**src/rtl/systolic_seq_ctrl_if.sv**
```systemverilog
// Control bundle between a systolic-array sequencer and the logic around it.
// The master side requests passes; the slave side is the sequencer.
interface systolic_seq_ctrl_if #(
  parameter int ARRAY_DIM  = 4,
  parameter int KLEN_WIDTH = 8
);
  logic                         start;
  logic [KLEN_WIDTH-1:0]        k_len;
  logic                         hold;
  logic                         abort;
  logic                         pe_reset;
  logic                         pe_en;
  logic                         rd_en;
  logic [KLEN_WIDTH-1:0]        rd_addr;
  logic                         c_wr_en;
  logic [$clog2(ARRAY_DIM)-1:0] c_row;
  logic                         busy;
  logic                         done;

  modport master (
    output start, k_len, hold, abort,
    input  pe_reset, pe_en, rd_en, rd_addr, c_wr_en, c_row, busy, done
  );

  modport slave (
    input  start, k_len, hold, abort,
    output pe_reset, pe_en, rd_en, rd_addr, c_wr_en, c_row, busy, done
  );
endinterface

```
**src/rtl/systolic_seq_ctrl.sv**
```systemverilog
// Sequencer for one matrix-multiply pass on a square systolic PE array:
// clear accumulators, stream k_len operand pairs, flush the skew, drain rows.
module systolic_seq_ctrl #(
  parameter int ARRAY_DIM  = 4,
  parameter int KLEN_WIDTH = 8
) (
  input logic                 clk,
  input logic                 reset,
  systolic_seq_ctrl_if.slave  bus
);
  localparam int ROW_W     = $clog2(ARRAY_DIM);
  localparam int FLUSH_LEN = 2 * ARRAY_DIM - 1;
  localparam int FLUSH_W   = $clog2(FLUSH_LEN + 1);
  localparam logic [FLUSH_W-1:0]    FLUSH_LAST = FLUSH_W'(FLUSH_LEN - 1);
  localparam logic [ROW_W-1:0]      ROW_LAST   = ROW_W'(ARRAY_DIM - 1);
  localparam logic [KLEN_WIDTH-1:0] ADDR_ONE   = KLEN_WIDTH'(1);

  typedef enum logic [2:0] {
    S_IDLE, S_CLEAR, S_FEED, S_FLUSH, S_DRAIN, S_DONE
  } state_t;

  state_t                  state;
  logic [KLEN_WIDTH-1:0]   k_len_q;
  logic [KLEN_WIDTH-1:0]   rd_addr_q;
  logic [FLUSH_W-1:0]      flush_cnt;
  logic [ROW_W-1:0]        c_row_q;
  logic                    pe_reset_q;
  logic                    pe_en_q;
  logic                    rd_en_q;
  logic                    c_wr_en_q;
  logic                    busy_q;
  logic                    done_q;
  logic [KLEN_WIDTH-1:0]   last_addr;

  // Comparing against k_len-1 keeps the address counter from ever wrapping.
  assign last_addr = k_len_q - ADDR_ONE;

  // Outputs are registered per state; each transition loads the strobes of
  // the state being entered so they are valid for that state's first cycle.
  always_ff @(posedge clk or posedge reset) begin
    if (reset) begin
      state      <= S_IDLE;
      k_len_q    <= '0;
      rd_addr_q  <= '0;
      flush_cnt  <= '0;
      c_row_q    <= '0;
      pe_reset_q <= 1'b0;
      pe_en_q    <= 1'b0;
      rd_en_q    <= 1'b0;
      c_wr_en_q  <= 1'b0;
      busy_q     <= 1'b0;
      done_q     <= 1'b0;
    end else if (bus.abort && state != S_IDLE) begin
      state      <= S_IDLE;
      rd_addr_q  <= '0;
      flush_cnt  <= '0;
      c_row_q    <= '0;
      pe_reset_q <= 1'b0;
      pe_en_q    <= 1'b0;
      rd_en_q    <= 1'b0;
      c_wr_en_q  <= 1'b0;
      busy_q     <= 1'b0;
      done_q     <= 1'b0;
    end else begin
      case (state)
        S_IDLE: begin
          if (bus.start && bus.k_len != '0) begin
            state      <= S_CLEAR;
            k_len_q    <= bus.k_len;
            pe_reset_q <= 1'b1;
            pe_en_q    <= 1'b1;
            busy_q     <= 1'b1;
          end
        end
        S_CLEAR: begin
          state      <= S_FEED;
          pe_reset_q <= 1'b0;
          rd_en_q    <= 1'b1;
          rd_addr_q  <= '0;
        end
        S_FEED: begin
          if (!bus.hold) begin
            if (rd_addr_q == last_addr) begin
              state     <= S_FLUSH;
              rd_en_q   <= 1'b0;
              rd_addr_q <= '0;
              flush_cnt <= '0;
            end else begin
              rd_addr_q <= rd_addr_q + ADDR_ONE;
            end
          end
        end
        S_FLUSH: begin
          if (!bus.hold) begin
            if (flush_cnt == FLUSH_LAST) begin
              state     <= S_DRAIN;
              pe_en_q   <= 1'b0;
              c_wr_en_q <= 1'b1;
              c_row_q   <= '0;
              flush_cnt <= '0;
            end else begin
              flush_cnt <= flush_cnt + 1'b1;
            end
          end
        end
        S_DRAIN: begin
          if (!bus.hold) begin
            if (c_row_q == ROW_LAST) begin
              state     <= S_DONE;
              c_wr_en_q <= 1'b0;
              c_row_q   <= '0;
              done_q    <= 1'b1;
            end else begin
              c_row_q <= c_row_q + 1'b1;
            end
          end
        end
        S_DONE: begin
          state  <= S_IDLE;
          done_q <= 1'b0;
          busy_q <= 1'b0;
        end
        default: begin
          state <= S_IDLE;
        end
      endcase
    end
  end

  // A stall must silence the array in the very cycle hold is raised; CLEAR
  // (the only state with pe_reset high) is exempt from stalling.
  assign bus.pe_reset = pe_reset_q;
  assign bus.pe_en    = pe_en_q & ~(bus.hold & ~pe_reset_q);
  assign bus.rd_en    = rd_en_q & ~bus.hold;
  assign bus.c_wr_en  = c_wr_en_q & ~bus.hold;
  assign bus.rd_addr  = rd_addr_q;
  assign bus.c_row    = c_row_q;
  assign bus.busy     = busy_q;
  assign bus.done     = done_q;
endmodule
```
**src/flat_wrapper.sv**
```systemverilog
// flat-port wrapper written by rule: the top's interface ports become plain ports
module systolic_seq_ctrl_flat 
#(
  parameter int ARRAY_DIM  = 4,
  parameter int KLEN_WIDTH = 8
)
  (clk, reset, bus_start, bus_k_len, bus_hold, bus_abort, bus_pe_reset, bus_pe_en, bus_rd_en, bus_rd_addr, bus_c_wr_en, bus_c_row, bus_busy, bus_done);
  systolic_seq_ctrl_if #(.ARRAY_DIM(ARRAY_DIM), .KLEN_WIDTH(KLEN_WIDTH)) bus_i ();
  input logic clk;
  input logic reset;
  input wire logic [$bits(bus_i.start)-1:0] bus_start;
  input wire logic [$bits(bus_i.k_len)-1:0] bus_k_len;
  input wire logic [$bits(bus_i.hold)-1:0] bus_hold;
  input wire logic [$bits(bus_i.abort)-1:0] bus_abort;
  output wire logic [$bits(bus_i.pe_reset)-1:0] bus_pe_reset;
  output wire logic [$bits(bus_i.pe_en)-1:0] bus_pe_en;
  output wire logic [$bits(bus_i.rd_en)-1:0] bus_rd_en;
  output wire logic [$bits(bus_i.rd_addr)-1:0] bus_rd_addr;
  output wire logic [$bits(bus_i.c_wr_en)-1:0] bus_c_wr_en;
  output wire logic [$bits(bus_i.c_row)-1:0] bus_c_row;
  output wire logic [$bits(bus_i.busy)-1:0] bus_busy;
  output wire logic [$bits(bus_i.done)-1:0] bus_done;
  assign bus_i.start = bus_start;
  assign bus_i.k_len = bus_k_len;
  assign bus_i.hold = bus_hold;
  assign bus_i.abort = bus_abort;
  assign bus_pe_reset = bus_i.pe_reset;
  assign bus_pe_en = bus_i.pe_en;
  assign bus_rd_en = bus_i.rd_en;
  assign bus_rd_addr = bus_i.rd_addr;
  assign bus_c_wr_en = bus_i.c_wr_en;
  assign bus_c_row = bus_i.c_row;
  assign bus_busy = bus_i.busy;
  assign bus_done = bus_i.done;
  systolic_seq_ctrl #(.ARRAY_DIM(ARRAY_DIM), .KLEN_WIDTH(KLEN_WIDTH)) u_core (.clk(clk), .reset(reset), .bus(bus_i));
endmodule
```
**config.mk**
```make
export PLATFORM = sky130hd
export DESIGN_NAME = systolic_seq_ctrl_flat
export DESIGN_NICKNAME = d
export VERILOG_FILES = /design/src/rtl/systolic_seq_ctrl_if.sv /design/src/rtl/systolic_seq_ctrl.sv /design/src/flat_wrapper.sv
export SDC_FILE = /design/constraint.sdc
export NUM_CORES = 1
export LEC_CHECK = 0
export CAP_MARGIN = 20
export CORE_MARGIN = 2
export CORE_UTILIZATION = 54
export CTS_CLUSTER_DIAMETER = 30
export DETAILED_ROUTE_END_ITERATION = 7
export GPL_TIMING_DRIVEN = 1
export PLACE_DENSITY_LB_ADDON = 0.05
export SLEW_MARGIN = 20
export SYNTH_ARGS = -nofsm -noshare
export SYNTH_HDL_FRONTEND = slang
export SYNTH_SLANG_ARGS = --single-unit
```
**constraint.sdc**
```tcl
create_clock -name clk -period 3.4 [get_ports clk]
set_clock_uncertainty 0.2 [all_clocks]
set_input_delay 0.85 -clock clk [delete_from_list [all_inputs] [get_ports clk]]
set_output_delay 0.85 -clock clk [all_outputs]
set_load 0.02 [all_outputs]
```
# Word level (Yosys, flattened, before mapping)
# Index checks and enable logic that the tools add are counted.
dict set report op_classes {
  addsub 4
  n_eq_ne 15
  mux 48
  n_bitwise 8
  n_reduce_logical 23
}
# op n
set op_table {}
lappend op_table {{3-bit 2-to-1 mux} 13}
lappend op_table {{8-bit 2-to-1 mux} 3}
lappend op_table {{3-bit nonzero test} 8}
lappend op_table {{1-bit 2-to-1 mux} 17}
lappend op_table {{8-bit one-hot mux with 2 select lines} 1}
lappend op_table {{3-bit one-hot mux with 5 select lines} 1}
lappend op_table {{3-bit by 1-bit inequality test with 1-bit output, second input constant} 4}
lappend op_table {{1-bit one-hot mux with 2 select lines} 6}
lappend op_table {{4-bit AND reduction} 3}
lappend op_table {{2-bit 2-to-1 mux} 5}
lappend op_table {{3-bit equality test, second input constant} 3}
lappend op_table {{3-bit by 2-bit inequality test with 1-bit output, second input constant} 3}
lappend op_table {{3-bit AND reduction} 3}
lappend op_table {{8-bit by 1-bit adder with 8-bit output, second input constant} 1}
lappend op_table {{8-bit equality test} 1}
lappend op_table {{8-bit nonzero test} 1}
lappend op_table {{8-bit by 1-bit subtractor with 8-bit output, second input constant} 1}
lappend op_table {{7-bit AND reduction} 1}
lappend op_table {{3-bit by 2-bit equality test with 1-bit output, second input constant} 2}
lappend op_table {{3-bit one-hot mux with 2 select lines} 1}
lappend op_table {{2-bit AND reduction} 3}
lappend op_table {{5-bit AND reduction} 1}
lappend op_table {{1-bit bitwise AND} 4}
lappend op_table {{1-bit inverter} 4}
lappend op_table {{7 further kinds} 8}
dict set report totals {
  register_bits 30
  inputBits 13
}

# Longest topological paths before layout
dict set report depth {
  ltp_word 6
  ltp_mapped 9
  depth_no_buf 8
}

# Worst setup path after synthesis
# No wires, ideal clock.
dict set report synth_timing {
  path_type {input port to output port}
  startpoint {input bus_hold}
  endpoint {output bus_pe_en}
  arrival_ps 1530
  required_ps 2350
  setup_slack_ps 820
  path_stages 2
  path_buffers 1
  cell_sequence {clkbuf_1 -> a21boi_0}
}
dict set report synth_between {
  elab_chain_len 3
}
# item line
set synth_rtl {}
lappend synth_rtl {{start, declared} flat_wrapper.sv:13} ;# input wire logic [$bits(bus_i.hold)-1:0] bus_hold;
lappend synth_rtl {{1-bit bitwise AND} systolic_seq_ctrl.sv:133} ;# assign bus.pe_en = pe_en_q & ~(bus.hold & ~pe_reset_q);
lappend synth_rtl {{1-bit inverter} systolic_seq_ctrl.sv:133}
lappend synth_rtl {{1-bit bitwise AND} systolic_seq_ctrl.sv:133}
lappend synth_rtl {{end, declared} flat_wrapper.sv:16} ;# output wire logic [$bits(bus_i.pe_en)-1:0] bus_pe_en;
# No other way between the ends.

# Worst setup path in the final report
# Ends and elaborated chain as after synthesis.

==> results.txt <==
P_leak - 0.0009158 uW
Synth warn - 0
Hold WC Path Type - reg -> reg
Top Metal Used - met4
DRC Markers - 0
Worst Setup SP - bus_hold
Total power - 1565 uW
WL/cell - 14.85 um
Status - complete, no violations
CTS tree - done
Max Freq - 306.0 MHz
DRT antenna net count - 0
Slew Viols, Final - 0
Routed via count divided by cell count - 5.869
Final setup margin - 132.3 ps
Routability cong. - 0.8067
Final wirelength - 4.202 mm
Ant diodes - 0
Router iterations before antenna repair - 4
RR Startpoint - u_core.k_len_q[0]
Commonest cells in the netlist - dfrtp_1 (30), nor2_1 (15), nand2_1 (14)
Core ar. - 3337 um^2
Mapped Area - 1879 um^2
CTS Sinks - 30
Worst Path Required - 2350 ps
CP max FO - 5
EDFF count, synth - 0
Seq/Total Area, Yosys - 0.3995
Leading register cell type out of synthesis - dfrtp_1
Num ports - 29
Clock Latency Late Sink - 330 ps
Dpl hpwl - 3.091 mm
CP arrival - 2220 ps
Row count - 21
CTS Root Buffer Type - clkbuf_4
CTS HTree Levels - 2
Count leader, synth - dfrtp_1
Critical Path Source Type - primary input
# Post-CTS Setup Buffers - 0
Initial Util - 0.5632
Wire length on met1 - 1.728 mm
Number of gates resized after cts - 0
Total number of vias - 1661
Worst slew pin tran - 532.3 ps
Setup tns final - 0 ps
Crit share post-route - 0.9611
Worst Setup Path Type - in -> out
Die Width - 63.00 um
CP Cell Sequence - clkdlybuf4s50_1 -> a21boi_0 -> clkdlybuf4s50_1
CTS buffer count - 5
Clock Path Buffers - 2
# setup viols final - 0
Slowest CP cell - clkdlybuf4s50_1
Place WS - 125.8 ps
Async SR Flop Fraction - 1.000
Wire length on met2 - 2.298 mm
Worst vdd ir - 0.3622 mV
Cell taking the most area after synthesis - dfrtp_1
First-pass GRT wire length - 7.148 mm
Final hold violations - 0
Remaining global-route overflow - 0
Post-synth net total - 221
Cts hold-fix bufs - 0
Overall routing resource usage - 0.2263
Slew headroom - 0.6419
Fin nets - 252
Pwr dens - 688.2 nW/um^2
Detailed Route Iter0 Violations - 120
Die ar. - 3968 um^2
IO buf count - 28
RSZ-0062 raised after global routing - no
Clock transition at path regs - 90 ps
Cells after synthesis - 205
Dominant cells by area after synthesis - dfrtp_1 (40%), mux2_2 (4.8%), a21oi_1 (3.2%)
Critical Path Most Common Cell - clkdlybuf4s50_1
Hold_sp - u_core.bus.c_row[0]
Number of distinct library cells after synthesis - 58
WL met3 - 153 um
Biggest cell delay along the critical path - 630 ps
Largest net degree at the start of global routing - 31
Vias in the first global route - 1598
Layout cells sized above 1 - 0.1350
Max-capacitance violation count - 0
Crit end category - primary output
Die Y - 63.00 um
Synth top area share - 0.3995
Synthesis-stage register bit count - 30
Area Growth Syn to Fin - 20.97%
Tmin final - 3268 ps
Initial antenna violation count - 0
Post-Syn Area per Cell - 9.167 um^2
where the power goes:
group	switching (uW)	internal [uW]
sequential	173	462
clock	126	100
combinational	361	342
total	660	905
kinds of logic after synthesis:
group,synth area share
buffers and inverters,0.04794
AND/OR/NAND/NOR,0.2297
XOR/XNOR,0.03729
adder cells (fa/ha/maj),0.01998
multiplexers,0.05326
AO/OA/AOI/OAI,0.2124
flip-flops,0.3995
per-stage QoR:
step           cell area [um^2]  hold WS [ps]  utilization  std cells
6_report                   2273         310.3       0.6813        283
5_1_grt                    2273         337.9       0.6813        283
4_1_cts                    2273         318.0       0.6813        283
3_5_place_dp               2213         302.3       0.6633        275
3_3_place_gp               2213         284.8       0.6633        275
2_1_floorplan              1879         248.6            -        205
final cells by class:
cell class                      instances  area (um^2)
Inverter                               13        48.80
Clock inverter                          1        5.005
Clock buffer                            7        55.05
Timing Repair Buffer                   33        317.8
Multi-Input combinational cell        153         1039
Tap cell                               46        57.56
Sequential cell                        30        750.7
Fill cell                             300         1064
layer usage:
layer | vias up | global-route usage
met5 | - | 0
met4 | 0 | 0.07500
met3 | 2 | 0.03423
met2 | 41 | 0.4043
met1 | 805 | 0.2771
li1 | 813 | -
flip-flops by register name, indices dropped and copies added (netlist names):
register	count
u_core.bus.busy	1
u_core.bus.c_row	2
u_core.bus.done	1
u_core.bus.pe_reset	1
u_core.bus.rd_addr	8
u_core.c_wr_en_q	1
u_core.flush_cnt	3
u_core.k_len_q	8
u_core.pe_en_q	1
u_core.rd_en_q	1
u_core.state	3
worst paths after layout:
kind	endpoint	slack, ps	depth (start not counted)
max	bus_pe_en	130	3
min	u_core.bus.c_row[0]	310	1
max reg2reg	u_core.bus.rd_addr[2]	770	8
min reg2reg	u_core.bus.c_row[0]	310	1
max in group asynchronous	u_core.k_len_q[7]	2010	3
min in group asynchronous	u_core.state[0]	700	3
placed cells by master (no fill, tap or decap), drive strengths merged, types with 2 or more instances in the layout:
cell,instances
o21ai,12
or3,3
or2,4
nor3,8
buf,5
nand2b,6
xnor2,3
a211o,2
dfrtp,30
nand4,4
nand3,7
nor2b,3
ha,3
nor4,4
mux2,8
clkbuf,7
a21boi,2
xor2,5
nand2,15
inv,13
a21oi,12
nor3b,3
o41ai,2
o211ai,3
a31oi,4
clkdlybuf4s50,28
nor2,15
critical path: cells and delay by family:
family | cells | cell delay, ps
compound gates | 1 | 220
buf+inv | 2 | 1140
No activity file was read; power rests on OpenSTA's default activity.
